## src/rtl/rr_request_queue.sv

```systemverilog
// Per-client request FIFOs feeding a round-robin arbiter, with a single output register
// drained by the consumer through a valid/ready handshake.
module rr_request_queue #(
  parameter int N_REQ  = 4,
  parameter int DATA_W = 8,
  parameter int DEPTH  = 4
) (
  input  logic                       clk,
  input  logic                       reset_n,
  input  logic [N_REQ-1:0]           push_valid,
  input  logic [N_REQ*DATA_W-1:0]    push_data,
  output logic [N_REQ-1:0]           push_ready,
  output logic [N_REQ-1:0]           req,
  input  logic [N_REQ-1:0]           grant,
  output logic                       out_valid,
  output logic [DATA_W-1:0]          out_data,
  output logic [$clog2(N_REQ)-1:0]   out_src,
  input  logic                       out_ready,
  output logic                       grant_err
);

  localparam int SRC_W = $clog2(N_REQ);
  localparam int PTR_W = $clog2(DEPTH);
  localparam int CNT_W = PTR_W + 1;

  logic [DATA_W-1:0] mem [N_REQ][DEPTH];
  logic [PTR_W-1:0]  wr_ptr [N_REQ];
  logic [PTR_W-1:0]  rd_ptr [N_REQ];
  logic [CNT_W-1:0]  cnt    [N_REQ];

  logic [N_REQ-1:0] full;
  logic [N_REQ-1:0] empty;
  logic [N_REQ-1:0] push_en;
  logic [N_REQ-1:0] vgrant;
  logic [N_REQ-1:0] pop;
  logic             slot_free;
  logic             pop_any;
  logic [SRC_W-1:0] sel;
  logic             illegal;

  always_comb begin
    full  = '0;
    empty = '0;
    for (int i = 0; i < N_REQ; i++) begin
      full[i]  = (cnt[i] == CNT_W'(DEPTH));
      empty[i] = (cnt[i] == '0);
    end
  end

  assign slot_free  = !out_valid || out_ready;
  assign push_ready = ~full;
  assign req        = ~empty & {N_REQ{slot_free}};
  assign push_en    = push_valid & ~full;
  assign vgrant     = grant & req;

  // A multi-bit grant is tolerated by honouring only its lowest requesting bit.
  always_comb begin
    pop     = '0;
    sel     = '0;
    pop_any = 1'b0;
    for (int i = 0; i < N_REQ; i++) begin
      if (vgrant[i] && !pop_any) begin
        pop[i]  = 1'b1;
        sel     = SRC_W'(i);
        pop_any = 1'b1;
      end
    end
  end

  assign illegal = ($countones(grant) > 1) || (|(grant & ~req));

  always_ff @(posedge clk or negedge reset_n) begin
    if (!reset_n) begin
      for (int i = 0; i < N_REQ; i++) begin
        wr_ptr[i] <= '0;
        rd_ptr[i] <= '0;
        cnt[i]    <= '0;
      end
    end else begin
      for (int i = 0; i < N_REQ; i++) begin
        if (push_en[i]) wr_ptr[i] <= wr_ptr[i] + 1'b1;
        if (pop[i])     rd_ptr[i] <= rd_ptr[i] + 1'b1;
        cnt[i] <= cnt[i] + CNT_W'(push_en[i]) - CNT_W'(pop[i]);
      end
    end
  end

  // Storage carries no reset; the counts alone define what is valid.
  always_ff @(posedge clk) begin
    for (int i = 0; i < N_REQ; i++) begin
      if (push_en[i]) mem[i][wr_ptr[i]] <= push_data[i*DATA_W +: DATA_W];
    end
  end

  always_ff @(posedge clk or negedge reset_n) begin
    if (!reset_n) begin
      out_valid <= 1'b0;
      out_data  <= '0;
      out_src   <= '0;
      grant_err <= 1'b0;
    end else begin
      if (pop_any) begin
        out_valid <= 1'b1;
        out_data  <= mem[sel][rd_ptr[sel]];
        out_src   <= sel;
      end else if (out_ready) begin
        out_valid <= 1'b0;
      end
      if (illegal) grant_err <= 1'b1;
    end
  end

endmodule

```

## config.mk

```make
export PLATFORM = sky130hd
export DESIGN_NAME = rr_request_queue
export DESIGN_NICKNAME = d
export VERILOG_FILES = /design/src/rtl/rr_request_queue.sv
export SDC_FILE = /design/constraint.sdc
export NUM_CORES = 1
export LEC_CHECK = 0
export CAP_MARGIN = 20
export CELL_PAD_IN_SITES_DETAIL_PLACEMENT = 1
export CELL_PAD_IN_SITES_GLOBAL_PLACEMENT = 1
export CORE_MARGIN = 1.5
export CORE_UTILIZATION = 40
export CTS_CLUSTER_SIZE = 14
export DETAILED_ROUTE_END_ITERATION = 12
export PLACE_DENSITY_LB_ADDON = 0.1
export SLEW_MARGIN = 15
export SYNTH_ARGS = -nofsm -noshare
export SYNTH_HDL_FRONTEND = slang
export SYNTH_SLANG_ARGS = --single-unit
```

## constraint.sdc

```tcl
create_clock -name clk -period 3.15 [get_ports clk]
set_clock_uncertainty 0.05 [all_clocks]
set_input_delay 0.63 -clock clk [delete_from_list [all_inputs] [get_ports clk]]
set_output_delay 0.63 -clock clk [all_outputs]
set_load 0.01 [all_outputs]
```

---- Word-level counts from Yosys, hierarchy flattened ----
Memory sizes are Yosys's and may differ from the RTL's.
Cells that the tools add are included.
storage, ports and cells
  register bits ........................... 40
  bits in latches ......................... 0
  memory bits (writable) .................. 128
  ROM bits ................................ 0
  input port bits ......................... 43
  output and inout bits ................... 20
  logic and storage cells ................. 117
  memories kept ........................... 1
memories
  name  depth  bits a word  read ports  clocked after memory_dff  wr ports  RTL line  source
  mem   4      32           1           0                         4         26        logic [DATA_W-1:0] mem [N_REQ][DEPTH];
operators by class
  add/sub/neg operators ................... 19
  multipliers ............................. 0
  div/mod/pow operators ................... 0
  order comparisons ....................... 11
  equality and inequality tests ........... 4
  shift-type cells ........................ 0
  muxes and demuxes ....................... 34
  bitwise operators ....................... 13
  reductions and logical operators ........ 19
operators by type and width
  operator                                                                      count
  32-bit 2-to-1 mux                                                             4
  8-bit demux with 2-bit select                                                 4
  8-bit 2-to-1 mux                                                              6
  3-bit >= comparator, second input constant                                    6
  2-bit NOT with 3-bit output                                                   6
  2-bit by 1-bit adder with 2-bit output, second input constant                 8
  4-bit AND                                                                     4
  8-bit binary-select mux with 2-bit select                                     1
  1-bit 2-to-1 mux                                                              14
  3-bit by 1-bit adder with 3-bit output                                        4
  3-bit == test, second input constant                                          4
  3-bit logical NOT                                                             4
  3-bit by 1-bit less-than comparator with 1-bit output, second input constant  4
  4-bit NOT                                                                     3
  3-bit by 1-bit subtractor with 3-bit output                                   4
  2-bit 2-to-1 mux                                                              4
  1-bit logical AND                                                             7
  1-bit by 1-bit adder with 2-bit output                                        2
  2-bit binary-select mux with 2-bit select                                     1
  1-bit logical NOT                                                             4
  4-bit OR reduction                                                            1
  2-bit by 2-bit adder with 3-bit output                                        1
  3-bit by 1-bit > comparator with 1-bit output, second input constant          1
  1-bit logical OR                                                              2
  2-bit nonzero test                                                            1

---- Longest topological paths before layout ----
Gate-level depths: netlist of the first run.
  depth after elaboration ................. 22
  mapped depth ............................ 13
  depth with buffers taken out ............ 11

---- Worst setup path before layout of the first run ----
OpenSTA, ideal clock, no wires.
  kind .................................... input-to-reg
  start point ............................. input grant[1]
  end point ............................... register cnt[8] (netlist bit)
  setup time .............................. 0.128 ns
  data arrival time ....................... 2.740 ns
  required time ........................... 2.972 ns
  path slack .............................. 0.233 ns
  stages .................................. 12
  buffers on the path ..................... 2
  cell sequence ........................... clkinv_1 > or3_1 > buf_2 > clkbuf_1 > nor2_1 > ha_1 > inv_1 > ha_1 > inv_1 > fa_1 > xnor2_1 > xnor2_1
on the way
  word-level cells in the longest chain between the ends .. 4
RTL lines
  item                                         RTL line  source
  from (decl)                                  14        input logic [N_REQ-1:0] grant,
  4-bit AND                                    54        assign vgrant = grant & req;
  1-bit logical AND                            62        if (vgrant[i] && !pop_any) begin
  1-bit 2-to-1 mux                             62
  named net pop[1]                             35        logic [N_REQ-1:0] pop;
  3-bit by 1-bit subtractor with 3-bit output  83        cnt[i] <= cnt[i] + CNT_W'(push_en[i]) - CNT_W'(pop[i]);
  to (signal, indexed assignment)              83
  to (decl)                                    29        logic [CNT_W-1:0] cnt [N_REQ];
The timed path passes the listed nets, and every way through them passes these cells.
A chain may end at the register's enable or synchronous reset.

---- Worst setup path in the final report of the first run ----
  start point ............................. input out_ready
  end point ............................... register out_data[7]
on the way
  word-level cells in the longest chain between the ends .. 21
  elaborated cells on any way between the ends .. 25
  classes of those cells .................. 13 x mux; 4 x bitwise; 7 x reduce/logical; 1 x memory
RTL lines
  item                                                  RTL line  source
  from (decl)                                           18        input logic out_ready,
  1-bit logical OR *                                    50        assign slot_free = !out_valid || out_ready;
  4-bit AND *                                           52        assign req = ~empty & {N_REQ{slot_free}};
  4-bit AND *                                           54
  1-bit 2-to-1 mux                                      62
  1-bit logical NOT                                     62
  1-bit logical AND                                     62
  1-bit 2-to-1 mux                                      62
  1-bit logical NOT                                     62
  [... 3 more ...]                                      n/a
  1-bit logical AND                                     62
  2-bit 2-to-1 mux                                      62
  2-bit NOT with 3-bit output (not written as such)     104       out_data <= mem[sel][rd_ptr[sel]];
  2-bit binary-select mux with 2-bit select             104
  2-bit 2-to-1 mux (not written as such) (2 in series)  104
  2-bit NOT with 3-bit output (not written as such)     104
  8-bit binary-select mux with 2-bit select             104
  8-bit 2-to-1 mux (not written as such) (2 in series)  104
  to (signal assigned)                                  104
  to (decl)                                             16        output logic [DATA_W-1:0] out_data,
Every way passes the cells marked *; elsewhere a longest branch is shown, timed or not. The select of a mux whose other input is x is not followed.

==> results.md, run 1 <==
* Die height at 138 µm
* R2R Setup Slk at roughly 0.28 ns
* Root Buffer Master: clkbuf_16
* # DRC at 0
* Grt total ovfl at 0
* CTS H-tree lvls at 4
* Post-Syn Area per Cell at 13.0 µm²
* Normalized max-slew margin at roughly half
* Vias in the first global route at 5145
* NetSw at 0.00281 W
* # port buffers at 62
* Worst-path cell chain: clkdlybuf4s50_1 -> nor2b_1 -> or3_1 -> buf_4 -> o21ai_0 -> buf_4 -> nor2_2 -> nor2_1 -> a211o_1 -> nand3_1
* Top routing layer in use: met4
* Switching Fraction at between 30% and 40%
* Row Count at 49
* CP startpoint kind: primary input
* MaxCap Viol Count at 0
* Worst EP arrival at around 3.2 ns
* FF-to-FF path depth at 9
* Worst skew pair latency at 0.42 ns
* Sequential power share at 42.8%
* Post-layout minimum cycle time at 2.88 ns
* Reg2Reg Launch Point: cnt[7]
* Crit path largest cell delay at 0.59 ns
* ANT nets after route at 0
* Max Slew Vio Count at 0
* Fillers at 1836
* Post-CTS Setup Bufs at 0
* Main combinational cell family by area after synthesis: compound AO/OA/AOI/OAI gates
* CTS Buf Count at 17
* Worst-path clk slew at 0.06 ns
* Final net count at between 700 and 800
* DR vias/cell at approximately 5.4
* Routed length on met2 at 10200 µm
* # setup viols final at 0
* Synth Area in XOR/XNOR at 2.39%
* Met3 wire len at 729 µm
* First-pass GRT wire length at 30400 µm
* Setup Crit Path Kind: in -> reg
* CTS tree: yes
* Max VDD drop at approximately 440 µV
* Num Clock Sinks at 168
* GPL Wtd Cong at around 0.8
* Fin crit share at about 91%
* Worst setup path endpoint: out_data[7]
* Drt pass-1 iters at 4
* R2r endpoint: out_data[7]
* Leak at 3.29 nW
* Vias post-DR at 4819
* Clock power frac at 22.5%
* First DRT Iteration DRCs at 375
* Crit. End Element: flip-flop
* N_diodes at 0
* Dpl hpwl at 14800 µm
* Final hold vios at 0
* Most frequent CP cell: buf_4
* Layout cells sized above 1 at 10.2%
* Power Total at 0.00796 W
* CP Max Fanout at 35
* Synth-to-Final Area Change at 20.8%
* Worst EP required at 3.45 ns
* Post-synthesis simple-gate area fraction at between 10% and 20%
* Syn. warnings at 0
* Number of library cell types mapped by synthesis at 40
* Drt wl/cell at 22.4 µm
* Comb pwr share at 34.7%
* Compound-Gate Fraction of Synth Area at 12.6%
* Largest buffer count on any clock path at 2
* # hold bufs at CTS at 0
* WL final at 20000 µm
* Die width at 138 µm
* Synthesized area at between 0.007 and 0.008 mm²
* Synth Register Bits at 168
* Synthesized Nets at 637
* Worst slew pin tran at 0.773 ns
* Pin count of the biggest net entering global routing at 53
* Pwr dens at about 900 mW/mm²
* DRT met1 WL at 8680 µm
* Post-synthesis sequential area ratio at 66.0%
* Achievable frequency at 347 MHz
* Synth Area in Adders at under 10%
* Post-CTS sizing at 0
* Multiplexer share of the synthesized area at 0%
* Worst setup startpoint: out_ready
* HP Class: in -> async
* Initial antenna violation count at 0
* RSZ-0062 raised after global routing: no
* Core ar. at roughly 0.018 mm²
* Status: complete, no violations
* I/O pins at 63
* Final TNS setup at 0 ns
* Cells after Synth at 565
* Starting Density at 40.9%
* Die area at 0.0192 mm²
* Slowest CP cell: nor2_2
* Gr usage total at 21.4%
* Power Internal at just over 0.005 W
synthesized netlist by cell type, drive strengths merged:
library cell,instances,area (µm²)
inv,29,109
dfrtp,40,1000
nand2b,1,6.26
clkinv,1,3.75
xor2,4,35.0
edfxtp,128,3840
nand3,18,90.1
a2111oi,1,27.5
a221o,8,80.1
and2,5,31.3
fa,5,100
nor3,9,111
buf,8,55.1
a222oi,1,10.0
o31ai,1,12.5
o21a,8,60.1
nand2,38,143
nor2b,1,6.26
ha,24,300
a211o,8,70.1
a211oi,1,12.5
a221oi,17,149
o21ai,47,235
or3,3,23.8
a21oi,35,175
clkbuf,19,71.3
and3,17,106
xnor2,16,140
a2bb2oi,1,15.0
o2111ai,1,8.76
nor2,62,235
o311ai,8,70.1
metal layers:
metal | global-route usage [%] | up-vias
met2 | 36.9 | 102
met3 | 3.91 | 25
met5 | 0 | -
li1 | - | 2242
met1 | 27.6 | 2450
met4 | 6.37 | 0
how the worst min path moves through the flow:
stage,from,slack [ns],depth (start not counted),endpoint
after floorplan,reset_n,0.28,0,cnt[0]
after global placement,rd_ptr[5],0.41,1,rd_ptr[5]
after detailed placement,grant_err,0.43,2,grant_err
after CTS,reset_n,0.07,1,out_data[5]
after global routing,reset_n,0.07,1,out_data[5]
final,reset_n,0.07,1,out_data[5]
critical path, delay by kind of cell:
family                 cells  cell delay [ns]
AND/OR/NAND/NOR            5             1.16
buffers and inverters      3             0.91
AO/OA/AOI/OAI              2             0.47
registers in the layout, indices dropped and copies added (netlist names):
register,count
cnt,12
grant_err,1
mem,128
out_data,8
out_src,2
out_valid,1
rd_ptr,8
wr_ptr,8
layout make-up:
cell class / count / area (µm²) / area share (%)
Clock buffer: 17 / 425 / 4.80
Clock inverter: 13 / 66.3 / 0.748
Sequential cell: 168 / 4840 / 54.7
Multi-Input combinational cell: 340 / 2260 / 25.5
Inverter: 30 / 113 / 1.27
Tap cell: 229 / 287 / 3.23
Timing Repair Buffer: 92 / 866 / 9.77
metrics by stage:
stage / std cells / setup WS [ns] / cell area [µm²] / utilization (%) / hold WS, ns
after floorplan: 565 / 0.233 / 7340 / - / 0.284
after global placement: 859 / -0.0398 / 8370 / 46.6 / 0.413
after detailed placement: 859 / -0.130 / 8370 / 46.6 / 0.426
after CTS: 889 / 0.286 / 8860 / 49.3 / 0.0734
after global routing: 889 / 0.00568 / 8860 / 49.3 / 0.0735
final: 889 / 0.272 / 8860 / 49.3 / 0.0723
power groups by stage:
stage / Clock, W / Combinational [W] / Sequential (W)
6_report: 0.00179 / 0.00276 / 0.00341
2_1_floorplan: 0 / 0.00169 / 0.00333
3_3_place_gp: 0 / 0.00267 / 0.00343
3_5_place_dp: 0 / 0.00280 / 0.00346
4_1_cts: 0.00183 / 0.00281 / 0.00342
5_1_grt: 0.00191 / 0.00305 / 0.00347
logic make-up after synthesis:
| group | count (synthesis) |
|---|---|
| fa+ha+maj | 29 |
| simple gates | 154 |
| xor+xnor | 20 |
| buf+inv | 57 |
| compound gates | 137 |
| flops | 168 |
cell usage in the layout (no fill, tap or decap), types with 2 or more instances in the layout:
master,netlist,routed
buf_4,2,28
xnor2_1,16,16
nand3_1,18,18
ha_1,24,24
fa_1,5,5
inv_1,29,29
nor3_4,5,5
o21ai_0,46,46
a221o_1,8,8
a211o_1,8,8
clkinv_4,0,2
a221oi_1,17,17
xor2_1,4,4
a21oi_1,35,35
clkinv_1,1,8
nor3_1,2,2
edfxtp_1,128,128
buf_12,0,2
or3_1,2,2
nand2_1,38,38
clkdlybuf4s50_1,0,61
nor2_1,61,61
dfrtp_1,40,40
and2_1,5,5
o311ai_1,8,8
clkbuf_16,0,17
o21a_1,8,8
nor3_2,2,2
and3_1,17,17
clkinv_2,0,3
(Power assumes the default switching activity.)
==> inputs of run 2 (changes only) <==
- CORE_ASPECT_RATIO: unset -> 1.1
- CTS_CLUSTER_DIAMETER: unset -> 60
- SLEW_MARGIN: 15 -> 40
==> run 2 against run 1 <==
First-iteration DRC count down 28%. Sequential cell count unchanged. Worst setup slack better by 0.056 ns. Worst hold slack better by 0.068 ns. Combinational power about the same. Fmax up 2.0%. Total power up 4.7%. Global-route usage down 1.4 points. Sequential share of layout area down 1.0 points. Clock power up 22%. Register-to-register slack better by 0.05 ns. Core utilization up 1.2 points.
==> results.md, run 2 (synthesized netlist as in run 1, its figures left out) <==
* Status: complete, no violations (unchanged)
* Grt total ovfl at 0 (unchanged)
* GPL Wtd Cong at 0.777 (was 0.810)
* Die height at 145 µm (was 138 µm)
* Pin count of the biggest net entering global routing at 49 (was 53)
* Layout cells sized above 1 at 11.7% (was 10.2%)
* NetSw at 0.00280 W (was 0.00281 W)
* Seq. cell area at 0.00484 mm² (unchanged)
* Dpl hpwl at 13400 µm (was 14800 µm)
* Max Slew Vio Count at 0 (unchanged)
* CTS H-tree lvls at 4 (unchanged)
* Commonest non-fill, non-tap cells in the layout: 128 x edfxtp_1, 61 x nor2_1, 61 x clkdlybuf4s50_1, 46 x o21ai_0, 40 x dfrtp_1 (unchanged)
* N_diodes at 0 (unchanged)
* Post-CTS sizing at 0 (unchanged)
* Worst EP arrival at 2.14 ns (was 3.18 ns)
* Fin crit share at 89.6% (was 91.4%)
* I/O pins at 63 (unchanged)
* Worst EP required at 2.47 ns (was 3.45 ns)
* Crit. End Element: output pin (was flip-flop)
* Power Total at 0.00834 W (was 0.00796 W)
* Largest buffer count on any clock path at 2 (unchanged)
* Largest register FFs at 128 (unchanged)
* Die area at 0.0192 mm² (about the same)
* WHS at 0.140 ns (was 0.0723 ns)
* Leak at 3.36 nW (was 3.29 nW)
* Row Count at 51 (was 49)
* Final TNS setup at 0 ns (unchanged)
* Initial antenna violation count at 0 (unchanged)
* Worst slew pin tran at 0.695 ns (was 0.773 ns)
* Final net count at 726 (was 721)
* Synth-to-Final Area Change at 23.1% (was 20.8%)
* Drt wl/cell at 20.5 µm (was 22.4 µm)
* HP Class: in -> async (unchanged)
* CTS tree: yes (unchanged)
* # setup viols final at 0 (unchanged)
* RSZ-0062 raised after global routing: no (unchanged)
* CTS Buf Count at 17 (unchanged)
* Comb pwr share at 33.0% (was 34.7%)
* Num Clock Sinks at 168 (unchanged)
* Achievable frequency at 354 MHz (was 347 MHz)
* Setup Crit Path Kind: in -> out (was in -> reg)
* Vias post-DR at 4780 (was 4819)
* Commonest non-fill, non-tap cell in the layout: edfxtp_1 (unchanged)
* Max VDD drop at 448 µV (was 435 µV)
* MaxCap Viol Count at 0 (unchanged)
* Power Internal at 0.00554 W (was 0.00515 W)
* Multi-input gate area at 0.00226 mm² (unchanged)
* # hold bufs at CTS at 0 (unchanged)
* First DRT Iteration DRCs at 269 (was 375)
* CP Max Fanout at 7 (was 35)
* # port buffers at 62 (unchanged)
* ANT nets after route at 0 (unchanged)
* Vias in the first global route at 5260 (was 5145)
* Die width at 132 µm (was 138 µm)
* Worst skew pair latency at 0.42 ns (about the same)
* DR vias/cell at 5.28 (was 5.42)
* Clock power frac at 26.2% (was 22.5%)
* # DRC at 0 (unchanged)
* Normalized max-slew margin at 53.6% (was 48.4%)
* Final hold vios at 0 (unchanged)
* Drt pass-1 iters at 4 (unchanged)
* Post-CTS Setup Bufs at 0 (unchanged)
* Fillers at 1815 (was 1836)
* Starting Density at 41.1% (was 40.9%)
* WL final at 18500 µm (was 20000 µm)
* Worst-path clk slew at 0.06 ns (about the same)
* Pwr dens at 923 mW/mm² (was 898 mW/mm²)
* Sequential power share at 40.8% (was 42.8%)
* Gr usage total at 20.1% (was 21.4%)
* Core ar. at 0.0179 mm² (was 0.0180 mm²)
* First-pass GRT wire length at 28600 µm (was 30400 µm)
* Switching Fraction at 33.6% (was 35.4%)
* Post-layout minimum cycle time at 2.82 ns (was 2.88 ns)
* Root Buffer Master: clkbuf_16 (unchanged)
* CP startpoint kind: primary input (unchanged)
==> run 2: critical path, stage by stage <==
cell and delay [ns]:
clkdlybuf4s50_1 0.47, nor2b_1 0.05, buf_4 0.18, nor2_1 0.15, buf_4 0.13, clkdlybuf4s50_1 0.52
==> run 2: metal layers <==
layer	global-route usage (%)	wire (µm)	vias up
li1	-	-	2247
met1	22.3	7380	2437
met2	37.6	10300	76
met3	3.67	510	20
met4	7.67	371	0
met5	0	0	-
==> run 2: layout make-up <==
type,count,share of cell area [%]
clock inverters,12,1.94
multi-input cells,340,25.0
clock buffers,20,4.83
inverters,30,1.25
flip-flops and latches,168,53.6
repair buffers,97,10.0
well taps,238,3.30
==> run 2: worst paths after layout <==
check                           startpoint          end  slack (ns)  cells after the start
worst max-delay path             out_ready       req[2]        0.33                      6
worst min-delay path               reset_n   out_src[0]        0.14                      1
worst max register to register      cnt[4]  out_data[2]        0.33                      7
worst min register to register   rd_ptr[5]    rd_ptr[5]        0.43                      1
max in group asynchronous          reset_n       cnt[2]        2.49                      1
min in group clk                 rd_ptr[5]    rd_ptr[5]        0.43                      1
==> run 2: power by group through the flow <==
stage | logic (W) | clock network, W | registers, W
after floorplan | 0.00169 | 0 | 0.00333
after CTS | 0.00281 | 0.00222 | 0.00341
final | 0.00275 | 0.00218 | 0.00340
after global routing | 0.00304 | 0.00230 | 0.00346
after global placement | 0.00265 | 0 | 0.00342
after detailed placement | 0.00278 | 0 | 0.00344
==> run 2: metrics by stage <==
step | setup slack (ns) | instance area [µm²] | utilization (%) | cells
6_report | 0.328 | 9040 | 50.6 | 905
5_1_grt | 0.216 | 9040 | 50.6 | 905
4_1_cts | 0.319 | 9040 | 50.6 | 905
2_1_floorplan | 0.233 | 7340 | - | 565
3_3_place_gp | 0.0787 | 8420 | 47.1 | 873
3_5_place_dp | 0.0149 | 8420 | 47.1 | 873
==> inputs of run 3 (changes only) <==
- CORE_MARGIN: 1.5 -> 10
==> run 3 against run 2 <==
Total power is 1.1% lower. Via count is 1.0% lower. Combinational power down 1%. Worst setup slack better by 0.014 ns. Clock power is 2% lower. Routed wire length rose by 3.1%. Global-route usage fell by 3.9 points. Sequential power is essentially flat. Non-clock buffer count shrank 8. First-iteration DRC count down 41%. Critical path type unchanged.
==> results.md, run 3 (synthesized netlist as in run 1, its figures left out) <==
* Layout cells sized above 1 at 11.1% (was 11.7%)
* Pwr dens at 916 mW/mm² (was 923 mW/mm²)
* Fin crit share at 89.2% (was 89.6%)
* Global routing's busiest layer: met2 (unchanged)
* N_diodes at 0 (unchanged)
* Pre-CTS worst setup slack at -0.0140 ns (was 0.0149 ns)
* NetSw at 0.00282 W (was 0.00280 W)
* CTS H-tree lvls at 4 (unchanged)
* Leak at 3.32 nW (was 3.36 nW)
* I/O pins at 63 (unchanged)
* Largest buffer count on any clock path at 2 (unchanged)
* CTS tree: yes (unchanged)
* Normalized max-slew margin at 56.0% (was 53.6%)
* Worst EP required at 2.47 ns (about the same)
* CP startpoint kind: primary input (unchanged)
* GPL Wtd Cong at 0.780 (was 0.777)
* # hold bufs at CTS at 0 (unchanged)
* Slowest CP cell: clkdlybuf4s50_1 (unchanged)
* WHS at 0.168 ns (was 0.140 ns)
* # port buffers at 62 (unchanged)
* Grt total ovfl at 0 (unchanged)
* ANT nets after route at 0 (unchanged)
* Post-layout minimum cycle time at 2.81 ns (was 2.82 ns)
* Max Slew Vio Count at 0 (unchanged)
* Max VDD drop at 467 µV (was 448 µV)
* Reg2Reg Launch Point: cnt[7] (was cnt[4])
* First DRT Iteration DRCs at 160 (was 269)
* WL final at 19100 µm (was 18500 µm)
* CP Max Fanout at 7 (unchanged)
* Die area at 0.0242 mm² (was 0.0192 mm²)
* Final net count at 718 (was 726)
* Status: complete, no violations (unchanged)
* Row Count at 51 (unchanged)
* Switching Fraction at 34.2% (was 33.6%)
* FF-to-FF path depth at 9 (was 7)
* Final worst slack at 0.341 ns (was 0.328 ns)
* Achievable frequency at 356 MHz (was 354 MHz)
* Post-CTS Setup Bufs at 0 (unchanged)
* Finished Layout Cells at 897 (was 905)
* Global routing usage on met1 at 18.0% (was 22.3%)
* CTS Buf Count at 17 (unchanged)
* Pin count of the biggest net entering global routing at 49 (unchanged)
* M3 GR Usage at 3.31% (was 3.67%)
* Final TNS setup at 0 ns (unchanged)
* Vias in the first global route at 5290 (was 5260)
* Vias post-DR at 4731 (was 4780)
* Die width at 149 µm (was 132 µm)
* Synth-to-Final Area Change at 22.6% (was 23.1%)
* Worst-path cell chain: clkdlybuf4s50_1 -> nor2b_1 -> buf_4 -> nor2_1 -> buf_4 -> clkdlybuf4s50_1 (unchanged)
* Drt pass-1 iters at 4 (unchanged)
* Crit path largest cell delay at 0.53 ns (was 0.52 ns)
* Starting Density at 41.1% (unchanged)
* # DRC at 0 (unchanged)
* Worst skew pair latency at 0.43 ns (was 0.42 ns)
* Gr usage total at 16.2% (was 20.1%)
* Root Buffer Master: clkbuf_16 (unchanged)
* Fillers at 1842 (was 1815)
* Die height at 162 µm (was 145 µm)
* Worst EP arrival at 2.13 ns (was 2.14 ns)
* Initial antenna violation count at 0 (unchanged)
* Largest register FFs at 128 (unchanged)
* Power Internal at 0.00543 W (was 0.00554 W)
* Dpl hpwl at 14000 µm (was 13400 µm)
* Core ar. at 0.0179 mm² (unchanged)
* First-pass GRT wire length at 29700 µm (was 28600 µm)
* GR Layer Usage met2 at 30.0% (was 37.6%)
* Num Clock Sinks at 168 (unchanged)
* # placed instances at 865 (was 873)
* R2r endpoint: out_data[0] (was out_data[2])
* Worst-path clk slew at 0.07 ns (was 0.06 ns)
* Drt wl/cell at 21.3 µm (was 20.5 µm)
* Clock power frac at 25.9% (was 26.2%)
* Setup Crit Path Kind: in -> out (unchanged)
* Post-CTS sizing at 0 (unchanged)
* Sequential power share at 41.2% (was 40.8%)
* Final hold vios at 0 (unchanged)
* # setup viols final at 0 (unchanged)
* MaxCap Viol Count at 0 (unchanged)
* DR vias/cell at 5.27 (was 5.28)
* R2R Setup Slk at 0.38 ns (was 0.33 ns)
* Worst slew pin tran at 0.660 ns (was 0.695 ns)
* RSZ-0062 raised after global routing: no (unchanged)
* Commonest non-fill, non-tap cells in the layout: 128 x edfxtp_1, 61 x nor2_1, 61 x clkdlybuf4s50_1, 46 x o21ai_0, 40 x dfrtp_1 (unchanged)
* Commonest non-fill, non-tap cell in the layout: edfxtp_1 (unchanged)
* Comb pwr share at 32.8% (was 33.0%)
* Crit. End Element: output pin (unchanged)
* HP Class: in -> async (unchanged)
## run 3: cell count changes in the layout (fill, tap and decap cells not counted), sizes merged
cell      delta
buf          -8
bufinv       -2
clkinv       -2
clkinvlp     +3
inv          +1
## run 3: how the worst max path moves through the flow
| stage | cells after the start | endpoint | startpoint | slack (ns) |
|---|---|---|---|---|
| after floorplan | 12 | cnt[8] | grant[1] | 0.23 |
| after global placement | 12 | cnt[5] | grant[1] | 0.06 |
| after detailed placement | 12 | cnt[5] | grant[1] | -0.01 |
| after CTS | 6 | req[2] | out_ready | 0.32 |
| after global routing | 9 | out_data[2] | cnt[7] | 0.13 |
| final | 6 | req[2] | out_ready | 0.34 |
## run 3: power groups by stage
stage                     registers (W)  clock network, W  logic (W)
final                           0.00340           0.00214    0.00271
after floorplan                 0.00333                 0    0.00169
after global placement          0.00342                 0    0.00262
after CTS                       0.00341           0.00217    0.00277
after detailed placement        0.00345                 0    0.00274
after global routing            0.00347           0.00226    0.00303
## run 3: area by class of cell
class                      count  area [µm²]  area share [%]
sequential                   168        4840            53.8
tap                          238         298            3.31
clock inverter                12         143            1.59
multi-input combinational    340        2260            25.2
clock buffer                  20         467            5.19
timing repair buffer          89         871            9.68
inverter                      30         113            1.25
## run 3: worst max-delay path: cells and delay by family
family,cells,cell delay [ns]
buffers and inverters,4,1.31
and+or+nand+nor,2,0.19
## run 3: per-stage QoR
stage          util (%)  instance area [µm²]  power (W)
2_1_floorplan         -                 7340    0.00502
3_3_place_gp       46.9                 8390    0.00604
3_5_place_dp       47.0                 8390    0.00619
4_1_cts            50.4                 9000    0.00836
5_1_grt            50.4                 9000    0.00876
6_report           50.4                 9000    0.00824
## run 3: per-layer routing
metal  up-vias  share of wire [%]
met5         -                  0
li1       2229                  -
met4         0                1.3
met2        71                 56
met1      2417                 40
met3        14                3.2
